==> config.mk <==
export PLATFORM = sky130hd
export DESIGN_NAME = amem_port_ctl
export DESIGN_NICKNAME = d
export VERILOG_FILES = /design/src/rtl/amem_port_ctl.sv
export SDC_FILE = /design/constraint.sdc
export NUM_CORES = 1
export LEC_CHECK = 0
export BUFFER_PORTS_ARGS = -buffer_cell sky130_fd_sc_hd__buf_2
export CAP_MARGIN = 20
export CELL_PAD_IN_SITES_DETAIL_PLACEMENT = 1
export CELL_PAD_IN_SITES_GLOBAL_PLACEMENT = 1
export CORE_MARGIN = 5
export CORE_UTILIZATION = 25
export DETAILED_ROUTE_END_ITERATION = 10
export GPL_ROUTABILITY_DRIVEN = 0
export GPL_TIMING_DRIVEN = 0
export PLACE_DENSITY_LB_ADDON = 0.1
export SETUP_SLACK_MARGIN = 0.05
export SLEW_MARGIN = 15
export SYNTH_ARGS = -nofsm -noshare
export SYNTH_HDL_FRONTEND = slang
export SYNTH_SLANG_ARGS = --single-unit
==> constraint.sdc <==
create_clock -name clk -period 5.75 [get_ports clk]
set_input_delay 0.575 -clock clk [delete_from_list [all_inputs] [get_ports clk]]
set_output_delay 0.575 -clock clk [all_outputs]
set_load 0.03 [all_outputs]
==> src/rtl/amem_port_ctl.sv <==
// A-memory port sequencer: one A-source read per microcycle step, followed by
// commit of any pending write-back, with pass-around of uncommitted write data.
module amem_port_ctl #(
   parameter int unsigned ADDR_WIDTH = 10,
   parameter int unsigned DATA_WIDTH = 32,
   parameter int unsigned RD_LAT     = 1
) (
   input  logic                  clk,
   input  logic                  reset,
   input  logic                  step,
   input  logic [ADDR_WIDTH-1:0] a_src,
   input  logic                  wb_valid,
   input  logic [ADDR_WIDTH-1:0] wb_adr,
   input  logic [DATA_WIDTH-1:0] wb_data,
   output logic                  wb_ready,
   input  logic [DATA_WIDTH-1:0] amem,
   output logic [ADDR_WIDTH-1:0] aadr,
   output logic                  arp,
   output logic                  awp,
   output logic [DATA_WIDTH-1:0] l,
   output logic [DATA_WIDTH-1:0] a_bus,
   output logic                  a_valid,
   output logic                  pass,
   output logic                  busy
);

   localparam int unsigned CNT_W = 2;

   localparam logic [1:0] IDLE  = 2'd0;
   localparam logic [1:0] READ  = 2'd1;
   localparam logic [1:0] WAIT  = 2'd2;
   localparam logic [1:0] WRITE = 2'd3;

   logic [1:0]            state,     state_nxt;
   logic [CNT_W-1:0]      cnt,       cnt_nxt;
   logic [ADDR_WIDTH-1:0] rd_adr,    rd_adr_nxt;
   logic [ADDR_WIDTH-1:0] pend_adr,  pend_adr_nxt;
   logic [DATA_WIDTH-1:0] pend_data, pend_data_nxt;
   logic                  pending,   pending_nxt;
   logic [DATA_WIDTH-1:0] a_bus_nxt;
   logic                  pass_nxt;
   logic                  cap;
   logic                  accept;
   logic [ADDR_WIDTH-1:0] aadr_nxt;
   logic                  arp_nxt;
   logic                  awp_nxt;
   logic [DATA_WIDTH-1:0] l_nxt;
   logic                  busy_nxt;
   logic                  wb_ready_nxt;

   // Next-state, pending-write, capture and (pre-registered) output logic
   always_comb begin
      state_nxt     = state;
      cnt_nxt       = cnt;
      rd_adr_nxt    = rd_adr;
      pend_adr_nxt  = pend_adr;
      pend_data_nxt = pend_data;
      pending_nxt   = pending;
      a_bus_nxt     = a_bus;
      pass_nxt      = pass;
      cap           = 1'b0;

      accept = wb_valid & wb_ready;
      if (accept) begin
         pend_adr_nxt  = wb_adr;
         pend_data_nxt = wb_data;
         pending_nxt   = 1'b1;
      end

      case (state)
         IDLE: begin
            if (step) begin
               rd_adr_nxt = a_src;
               state_nxt  = READ;
            end
         end
         READ: begin
            cnt_nxt   = CNT_W'(RD_LAT - 1);
            state_nxt = WAIT;
         end
         WAIT: begin
            if (cnt == '0) begin
               cap = 1'b1;
               // Newest write wins: same-cycle offer, then pending, then memory
               if (accept && (wb_adr == rd_adr)) begin
                  a_bus_nxt = wb_data;
                  pass_nxt  = 1'b1;
               end else if (pending && (pend_adr == rd_adr)) begin
                  a_bus_nxt = pend_data;
                  pass_nxt  = 1'b1;
               end else begin
                  a_bus_nxt = amem;
                  pass_nxt  = 1'b0;
               end
               state_nxt = pending_nxt ? WRITE : IDLE;
            end else begin
               cnt_nxt = cnt - CNT_W'(1);
            end
         end
         WRITE: begin
            // A write-back accepted while committing replaces the pending entry
            if (!accept) begin
               pending_nxt = 1'b0;
            end
            state_nxt = IDLE;
         end
         default: state_nxt = IDLE;
      endcase

      aadr_nxt     = ((state_nxt == READ) || (state_nxt == WAIT)) ? rd_adr_nxt : pend_adr_nxt;
      arp_nxt      = (state_nxt == READ);
      awp_nxt      = (state_nxt == WRITE);
      l_nxt        = pend_data_nxt;
      busy_nxt     = (state_nxt != IDLE);
      wb_ready_nxt = !pending_nxt || (state_nxt == WRITE);
   end

   // State, pending write and registered outputs
   always_ff @(posedge clk) begin
      if (reset) begin
         state     <= IDLE;
         cnt       <= '0;
         rd_adr    <= '0;
         pend_adr  <= '0;
         pend_data <= '0;
         pending   <= 1'b0;
         a_bus     <= '0;
         pass      <= 1'b0;
         a_valid   <= 1'b0;
         aadr      <= '0;
         arp       <= 1'b0;
         awp       <= 1'b0;
         l         <= '0;
         busy      <= 1'b0;
         wb_ready  <= 1'b1;
      end else begin
         state     <= state_nxt;
         cnt       <= cnt_nxt;
         rd_adr    <= rd_adr_nxt;
         pend_adr  <= pend_adr_nxt;
         pend_data <= pend_data_nxt;
         pending   <= pending_nxt;
         a_bus     <= a_bus_nxt;
         pass      <= pass_nxt;
         a_valid   <= cap;
         aadr      <= aadr_nxt;
         arp       <= arp_nxt;
         awp       <= awp_nxt;
         l         <= l_nxt;
         busy      <= busy_nxt;
         wb_ready  <= wb_ready_nxt;
      end
   end

endmodule

# Yosys cells after proc, flatten, opt, wreduce, memory -nomap -nowiden
# Cells that the tools add are included.
# word_totals
ff_bits	105
out_inout_bits	80
# op_classes
add_sub_neg	1
n_eq_ne	9
muxes	18
bitwise	2
n_reduce_logical	12
# op_table
operator	n
$mux W32	2
$mux W10	4
$eq A10 B10 Y1	2
$eq A2 B2 Y1 const B	4
$mux W2	4
$pmux W2 S4	1
$mux W1	6
$eq A2 B1 Y1 const B	2
$logic_not A2 Y1	2
$pmux W2 S2	1
$reduce_and A2 Y1	2
$reduce_bool A2 Y1	2
$logic_and A1 B1 Y1	2
$logic_or A1 B1 Y1	2
$ne A2 B2 Y1 const B	1
$reduce_or A2 Y1	1
$sub A2 B1 Y2 const B	1
$and A1 B1 Y1	1
$logic_not A1 Y1	1
$not A1 Y1	1

# Depth between registers and ports, before layout
# Gate-level depths: netlist of the first run.
# logic_depth
ltp_word	8
depth_mapped	10

# Worst setup path before layout of the first run
# Ideal clock, no wire load.
# synth_path
path_kind	input port to flip-flop
startpoint	in wb_valid
endpoint	reg aadr[0]
setup_ns	0.066
t_arrival_ns	2.307
required_ns	5.684
path_slack_ns	3.377
stages	10
path_buffers	2
cell_sequence	and2_1 > buf_2 > nor2_1 > nor2_1 > nor2_1 > inv_1 > ha_1 > buf_1 > mux2i_1 > nor2b_1
# synth_between
elab_chain_cells	8
# synth_lines
item	line	text
start: declaration	12	input logic wb_valid,
$and A1 B1 Y1 *	63	accept = wb_valid & wb_ready;
$mux W1 *	64	if (accept) begin
$mux W2 *	95	state_nxt = pending_nxt ? WRITE : IDLE;
$mux W2 *	82	if (cnt == '0) begin
$pmux W2 S4 *	70	case (state)
via state_nxt[0]	34	logic [1:0] state, state_nxt;
$eq A2 B1 Y1 / $eq A2 B2 Y1 (equally long branches)	110	aadr_nxt = ((state_nxt == READ) || (state_nxt == WAIT)) ? rd_adr_nxt : pend_adr_nxt;
$logic_or A1 B1 Y1 *	110	
$mux W10 *	110	
end signal: assignment	146	aadr <= aadr_nxt;
end: declaration	17	output logic [ADDR_WIDTH-1:0] aadr,
# Mark *: on every way through the listed nets, which the timed path passes. The rest lies on a longest branch.
# A chain may end at the register's enable or synchronous reset.

# Final worst setup path of the first run
# layout_path
startpoint	reg state[0]
endpoint	reg aadr[7]
# layout_between
elab_chain_cells	5
# layout_lines
item	line	text
start: declaration	34	
start signal: assignment	137	state <= state_nxt;
$eq A2 B2 Y1, or another cell as far along	70	
$pmux W2 S4 *	70	
via state_nxt[0]	34	
$eq A2 B1 Y1 / $eq A2 B2 Y1 (equally long branches)	110	
$logic_or A1 B1 Y1 *	110	
$mux W10 *	110	
# Marks and branches as above.

==> reports/results.ini, run 1 <==
[critical_path]
reg2reg_depth = 9
crit_chain = clkbuf_1 -> nor3b_1 -> buf_4 -> nor2_1 -> inv_1 -> ha_1 -> buf_1 -> mux2i_1 -> nor2b_1
critPathMaxFanout = 10
critPathRequiredTime_ns = 6.04
worst_ep_arrival_time_ns = 3.11
cp-end-kind = flop
cp_slowest_cell = buf_1
worstSetupPathType = flop to flop
startpoint_type = flop
cp_slowest_stage_delay_ns = 0.64

[global_route]
grt_pass1_wl_um = 25500
grt_max_degree = 17
antenna_found_initial = 0
grt_pass1_vias = 4517
gr-total-overflow = 0
track_usage_pct = 15.0

[cells_and_area]
n_antenna_cell = 0
final_core_util_pct = 33.3
finalNonFillerCells = 900
drive_gt1_share_pct = 31.0
post-route-cell-area_sq_mm = 0.00598
fillerInstances = 2119
area_growth_pct = 31.0
final_nets = 760

[sta]
rsz0062_at_grt = no
finalSetupTns_ns = 0
hold_viol_final = 0
clock_skew_ns = 0.0111
setup_viol = 0
slew_headroom_pct = 43.6
finalCriticalPeriod_ns = 2.83
fmax_mhz = 354
period_share_pct = 49.2
final_max_slew_viol_count = 0
worst_pin_slew_ns = 0.846

[cts]
htree_levels = 3
cts-root-buf = clkbuf_16
clk_pin_slew_ns = 0.07
cts_hold_buffers = 0
cts_sinks = 105
cts_tree = done
cts_setup_buffers = 0
cts_buffers = 9
insertion_delay_ns = 0.35
cts_resized = 0
cts_buffer_depth = 2

[yosys]
synth.area.top_cells = dfxtp_1, mux2i_1, nor2_1
netlist_area_sq_mm = 0.00456
synth_edf_count = 0
syn_nets = 582
yosys-top-cells-count = dfxtp_1, nor2_1, nand2_1
synth_warnings = 0
synth-seq-cells = 105
synth.avg_cell_area_sq_um = 9.32
synth_top_area_cell = dfxtp_1
synth_top_flop_cell = dfxtp_1
yosysMostFrequentCell = dfxtp_1
ys_seq_area_share_pct = 46.1
syn_inst = 490
synth.distinct_cells = 33
synth_top_area_share_pct = 46.1
async_reset_ff_share_pct = 0

[routing]
drt-wirelength-per-cell_um = 17.9
firstDrtPassIters = 4
drt.antenna.violating_nets = 0
num_vias = 4133
wl_um = 16100
drc = 0
vias_per_cell = 4.59
drtIter0Drc = 163

[power_and_ir_drop]
p_switching_mw = 0.562
power_density_mw_per_mm2 = 307
p_comb_share_pct = 21.1
sequentialPowerShare_pct = 44.3
switching_share_pct = 30.7
power.internal_mw = 1.27
leakagePower_nw = 2.70
irDropWorstVdd_v = 0.000142
p_total_mw = 1.83
p_clk_share_pct = 34.6

[floorplan]
num_rows = 49
initial_core_util_pct = 25.4
die_h_um = 145
coreArea_sq_mm = 0.0180
dieArea_sq_mm = 0.0211
io_pins = 168
die_w_um = 145

[outcome]
status = finished clean

[place]
dp.cells = 886
placed_area_sq_mm = 0.00569
io_buffers = 167
dp_hpwl_um = 12100

[worst_hold_path]
hold_depth = 2
hold_class = input pin to flop

[job]
max_cap_viol_count = 0

-- final timing paths --
check / slack (ns) / from / to
setup / recovery: 2.92 / state[0] / aadr[7]
hold / removal: 0.47 / wb_data[27] / a_bus[27]
setup reg to reg: 2.92 / state[0] / aadr[7]
hold reg to reg: 0.47 / pend_data[1] / pend_data[1]
-- cells in the final DEF (no fill, tap or decap), types with 3 or more instances in the layout --
cell / n
buf_2: 175
clkbuf_1: 20
nor3b_1: 3
nor3_1: 3
mux2_1: 20
nor4_1: 4
a21oi_1: 38
nor2b_1: 12
and2_0: 12
ha_1: 4
mux2i_1: 31
nand2_1: 66
buf_6: 3
nor2_1: 78
dfxtp_1: 105
nand4_1: 3
mux2_2: 12
o221a_1: 20
clkbuf_16: 9
xnor2_1: 10
a221o_1: 12
inv_1: 4
xor2_1: 10
-- critical path: cells and delay by family, from the launching register on --
kind / cells / cell delay (ns)
DFF: 1 / 0.31
muxes: 1 / 0.35
adders and majority gates: 1 / 0.28
and+or+nand+nor: 3 / 0.50
buffers and inverters: 4 / 1.31
-- power by group through the flow --
stage	logic [mW]	registers (mW)	clock network [mW]
6_report	0.387	0.813	0.634
5_1_grt	0.424	0.820	0.680
4_1_cts	0.397	0.814	0.665
3_5_place_dp	0.394	0.830	0
3_3_place_gp	0.389	0.829	0
2_1_floorplan	0.175	0.906	0
-- cells by family (layout without fill, tap and decap cells) --
family | count (synthesis) | in the layout | share of synthesized area, %
mux | 63 | 63 | 14.7
fa+ha+maj | 4 | 4 | 1.10
simple gates | 189 | 189 | 18.5
compound gates | 71 | 71 | 11.9
flops | 105 | 105 | 46.1
xor+xnor | 20 | 20 | 3.84
buf+inv | 38 | 219 | 3.92
-- state kept, by name, indices dropped and copies added (netlist names) --
name and cells:
arp 1, state 2, pass 1, pending 1, wb_ready 1, awp 1
pend_adr 10, a_valid 1, busy 1, cnt 2, rd_adr 10, pend_data 32
a_bus 32, aadr 10
-- per-layer routing --
layer / track usage, % / share of wire [%]
met5: 0 / 0
met4: 3.78 / 1.1
met3: 3.71 / 5.0
met2: 25.6 / 48
met1: 19.1 / 46
-- stage by stage --
stage	hold slack [ns]	setup WS [ns]
after global routing	0.468	2.65
after floorplan	0.477	3.38
final	0.470	2.92
after global placement	0.458	2.71
after CTS	0.458	2.83
after detailed placement	0.464	2.65
-- area by class of cell --
type	count	area (sq um)	share of cell area (%)
Buffer	33	160	2.68
Clock buffer	10	239	4.00
Clock inverter	4	55.1	0.921
Inverter	5	18.8	0.314
Multi-Input combinational cell	347	2280	38.2
Sequential cell	105	2100	35.1
Tap cell	229	287	4.79
Timing Repair Buffer	167	836	14.0
Power figures use the tool's default switching activity.
==> inputs of run 2 (changes only) <==
Clock period 5.75 ns to 2.7 ns, I/O delays scaled along.
==> reports/results.ini, run 2 (synthesis results as in run 1) <==
[outcome]
status = finished clean

[critical_path]
crit_buf_inv = 2  ; -2
crit_chain = nor3b_1 -> buf_4 -> nor2_1 -> inv_1 -> ha_2 -> mux2i_1 -> nor2b_1
worst_ep_arrival_time_ns = 2.58  ; -0.53 ns
critPathRequiredTime_ns = 2.99  ; -3.05 ns
crit_family = adder cells
cp_slowest_stage_delay_ns = 0.57  ; -0.07 ns
startpoint_type = flop
worstSetupPathType = flop to flop
cp-end-kind = flop
critPathMaxFanout = 10  ; unchanged
cp_slowest_cell = ha_2

[sta]
period_share_pct = 85.0  ; +36 points
hold_viol_final = 0  ; unchanged
finalCriticalPeriod_ns = 2.29  ; -0.533 ns
setup_viol = 0  ; unchanged
worst_pin_slew_ns = 0.663  ; -0.183 ns
rsz0062_at_grt = no
fmax_mhz = 436  ; +23%
finalSetupTns_ns = 0  ; unchanged
final_max_slew_viol_count = 0  ; unchanged
clock_skew_ns = 0.0119  ; +0.000801 ns
fin_ws_ns = 0.406  ; -2.52 ns
slew_headroom_pct = 55.8  ; +12 points

[cts]
cts_buffer_depth = 2  ; unchanged
cts_tree = done
cts_buffers = 9  ; unchanged
insertion_delay_ns = 0.35  ; about the same
cts-root-buf = clkbuf_16
clk_pin_slew_ns = 0.07  ; about the same
htree_levels = 3  ; unchanged
cts_sinks = 105  ; unchanged
cts_setup_buffers = 0  ; unchanged

[cells_and_area]
drive_gt1_share_pct = 31.2  ; +0.24 points
area_growth_pct = 30.9  ; about the same
final_common_cell = buf_2
largest_registers = a_bus: 32 flops, pend_data: 32 flops
final_cell_mix = buf_2, dfxtp_1, nor2_1
final_core_util_pct = 33.3  ; about the same
final_nets = 758  ; -0.26%
n_antenna_cell = 0  ; unchanged
post-route-cell-area_sq_mm = 0.00598  ; about the same

[routing]
vias_per_cell = 4.61  ; +0.44%
wl_met1_um = 7440  ; -0.17%
drtIter0Drc = 177  ; +8.6%
drc = 0  ; unchanged
dr_wl_met3_um = 816  ; +1.5%
wl_met2_um = 7700  ; +0.37%
firstDrtPassIters = 4  ; unchanged
wl_um = 16100  ; about the same
highest_layer = met4
num_vias = 4142  ; +0.22%
drt.antenna.violating_nets = 0  ; unchanged
drt-wirelength-per-cell_um = 17.9  ; +0.30%

[power_and_ir_drop]
power_density_mw_per_mm2 = 653  ; +110%
irDropWorstVdd_v = 0.000302  ; +110%
leakagePower_nw = 2.70  ; -0.14%
p_total_mw = 3.90  ; +110%

[floorplan]
initial_core_util_pct = 25.4  ; unchanged
io_pins = 168  ; unchanged
die_w_um = 145  ; unchanged
dieArea_sq_mm = 0.0211  ; unchanged
coreArea_sq_mm = 0.0180  ; unchanged
die_h_um = 145  ; unchanged
num_rows = 49  ; unchanged

[job]
max_cap_viol_count = 0  ; unchanged

[global_route]
grt_pass1_vias = 4514  ; -0.066%
grt_max_degree = 17  ; unchanged
grt_pass1_wl_um = 25600  ; about the same
track_usage_pct = 15.0  ; about the same
antenna_found_initial = 0  ; unchanged
gr-total-overflow = 0  ; unchanged

[worst_hold_path]
hold_class = input pin to flop

[place]
dp_hpwl_um = 12100  ; unchanged
io_buffers = 167  ; unchanged
dp_slack_ns = -0.193  ; -2.85 ns
placed_area_sq_mm = 0.00569  ; unchanged

-- run 2: cell types whose count changed in the layout (fill, tap and decap cells not counted) --
cell      before  now
clkbuf_1      20   19
buf_1          1    0
ha_1           4    3
ha_2           0    1
-- run 2: per-stage QoR --
step,hold WS (ns),cells
floorplan,0.406,490
global placement,0.458,886
detailed placement,0.464,886
CTS,0.153,899
global route,0.163,898
finish,0.166,898
-- run 2: layer usage --
layer | global-route usage [%] | vias up
li1 | - | 2031
met2 | 25.6 | 114
met5 | 0 | -
met4 | 3.78 | 0
met3 | 3.71 | 11
met1 | 19.1 | 1986
-- run 2: timing repair --
action | 4_1_cts | 5_1_grt
resized for setup | 1 | 0
hold buffers | 0 | 0
setup endpoints to repair | 10 | 1
cloned | 0 | 0
-- run 2: final timing paths --
kind	startpoint	endpoint	slack, ns	depth (start not counted)
max	state[0]	aadr[7]	0.41	7
min reg2reg	pend_data[1]	pend_data[1]	0.47	2
max reg2reg	state[0]	aadr[7]	0.41	7
min	wb_data[27]	a_bus[27]	0.17	2
-- run 2: power by group --
group          total (mW)  internal (mW)  switching [mW]  leakage, nW
clock network        1.35          0.739           0.611        0.141
registers            1.73           1.66          0.0731        0.860
logic               0.821          0.307           0.513         1.70
total                3.90           2.71            1.20         2.70
-- run 2: area by class of cell --
cell class	count	area, sq um
inverters	5	18.8
clock buffers	10	239
clock inverters	4	55.1
multi-input cells	347	2290
fillers	2117	12000
repair buffers	167	836
well taps	229	287
flip-flops and latches	105	2100
plain buffers	31	153
==> inputs of run 3 (changes only) <==
Clock period 2.7 ns to 2.03 ns, I/O delays scaled along.
==> reports/results.ini, run 3 (synthesis results as in run 1) <==
[floorplan]
initial_core_util_pct = 25.4  ; unchanged
num_rows = 49  ; unchanged
die_w_um = 145  ; unchanged
io_pins = 168  ; unchanged
dieArea_sq_mm = 0.0211  ; unchanged
die_h_um = 145  ; unchanged
coreArea_sq_mm = 0.0180  ; unchanged

[power_and_ir_drop]
irDropWorstVdd_v = 0.000397  ; +31%
leakagePower_nw = 2.83  ; +4.9%
power_density_mw_per_mm2 = 840  ; +29%

[sta]
clock_skew_ns = 0.00842  ; -0.00345 ns
finalCriticalPeriod_ns = 1.95  ; -0.349 ns
final_max_slew_viol_count = 0  ; unchanged
whs_ns = 0.0977  ; -0.0680 ns
hold_viol_final = 0  ; unchanged
slew_headroom_pct = 58.2  ; +2.4 points
fmax_mhz = 514  ; +18%
setup_viol = 0  ; unchanged
period_share_pct = 95.8  ; +11 points
rsz0062_at_grt = yes
worst_pin_slew_ns = 0.627  ; -0.0363 ns

[global_route]
grt_pass1_vias = 4676  ; +3.6%
use_met2_pct = 26.0  ; +0.39 points
grt_util_met1_pct = 19.2  ; +0.098 points
grt_max_degree = 17  ; unchanged
track_usage_pct = 15.3  ; +0.28 points
grt_pass1_wl_um = 26100  ; +2.1%
grt-busiest-layer = met2
antenna_found_initial = 0  ; unchanged
grtUsageMet3_pct = 3.62  ; -0.094 points
gr-total-overflow = 0  ; unchanged

[cells_and_area]
final_cell_mix = buf_2, dfxtp_1, nor2_1
post-route-cell-area_sq_mm = 0.00628  ; +5.2%
n_antenna_cell = 0  ; unchanged
finalNonFillerCells = 915  ; +1.9%
drive_gt1_share_pct = 38.2  ; +7.0 points
final_common_cell = buf_2
largest_registers = a_bus: 32 flops, pend_data: 32 flops
final_core_util_pct = 35.0  ; +1.7 points
final_nets = 773  ; +2.0%
area_growth_pct = 37.7

[place]
io_buffers = 167  ; unchanged
dp_hpwl_um = 12200  ; +0.65%
dp.cells = 886  ; unchanged
placed_area_sq_mm = 0.00569  ; about the same

[critical_path]
startpoint_type = flop
crit_start = rd_adr[4]
cp-end-kind = flop
worstSetupPathType = flop to flop
critPathRequiredTime_ns = 2.27  ; -0.72 ns
critPathMaxFanout = 4  ; -6
r2r-start = rd_adr[4]
worst_ep_arrival_time_ns = 2.19  ; -0.39 ns

[cts]
cts_buffer_depth = 2  ; unchanged
insertion_delay_ns = 0.35  ; about the same
cts-root-buf = clkbuf_16
clk_pin_slew_ns = 0.07  ; about the same
cts_buffers = 9  ; unchanged
cts_tree = done
cts_hold_buffers = 0  ; unchanged
cts_sinks = 105  ; unchanged
htree_levels = 3  ; unchanged

[routing]
vias_per_cell = 4.60  ; -0.22%
drt.antenna.violating_nets = 0  ; unchanged
firstDrtPassIters = 4  ; unchanged
drc = 0  ; unchanged
wl_um = 16200  ; +0.86%
num_vias = 4211  ; +1.7%
drtIter0Drc = 94  ; -47%
drt-wirelength-per-cell_um = 17.8  ; -1.0%

[worst_hold_path]
worstHoldStart = wb_data[31]
hold_class = input pin to flop

[outcome]
status = finished clean

[job]
max_cap_viol_count = 0  ; unchanged

[run 3: through the flow]
step	TNS (ns)	worst slack (ns)	total power, mW
finish	0	0.0845	5.28
global route	-0.338	-0.0401	5.57
CTS	0	0.0407	5.30
detailed placement	-7.37	-0.303	3.47
global placement	-6.70	-0.308	3.45
floorplan	0	0.0607	3.06
[run 3: metal layers]
metal / wire (um) / vias to the layer above
li1: - / 2065
met1: 7300 / 2016
met2: 7890 / 117
met3: 820 / 13
met4: 230 / 0
met5: 0 / -
[run 3: layout make-up]
type	instances	area, sq um
Clock inverter	4	26.3
Multi-Input combinational cell	347	2400
Clock buffer	12	267
Timing Repair Buffer	181	962
Buffer	32	205
Fill cell	2151	11700
Tap cell	229	287
Inverter	5	18.8
Sequential cell	105	2120
[run 3: worst paths after layout]
kind	end	slack (ns)	depth (start not counted)
hold reg to reg	pend_data[1]	0.48	2
hold / removal	a_bus[31]	0.1	2
setup reg to reg	a_bus[20]	0.08	7
setup / recovery	a_bus[20]	0.08	7
[run 3: what timing repair did]
item / CTS / global route
buffers inserted: 9 / 4
resized for setup: 27 / 26
endpoints found under the setup margin: 42 / 42
gates cloned: 0 / 1
pin swaps: 5 / 6
[run 3: worst max-delay path: stages (launching register included)]
cell and delay (ns):
dfxtp_2 0.38, xnor2_2 0.12, nand4_1 0.17, nor3_4 0.29
buf_6 0.18, buf_4 0.11, mux2_2 0.32, a221o_1 0.28
[run 3: power by group]
part           internal [mW]  switching [mW]  total (mW)
Combinational          0.510           0.726        1.24
Clock                  0.932           0.797        1.73
Sequential              2.21          0.0981        2.31
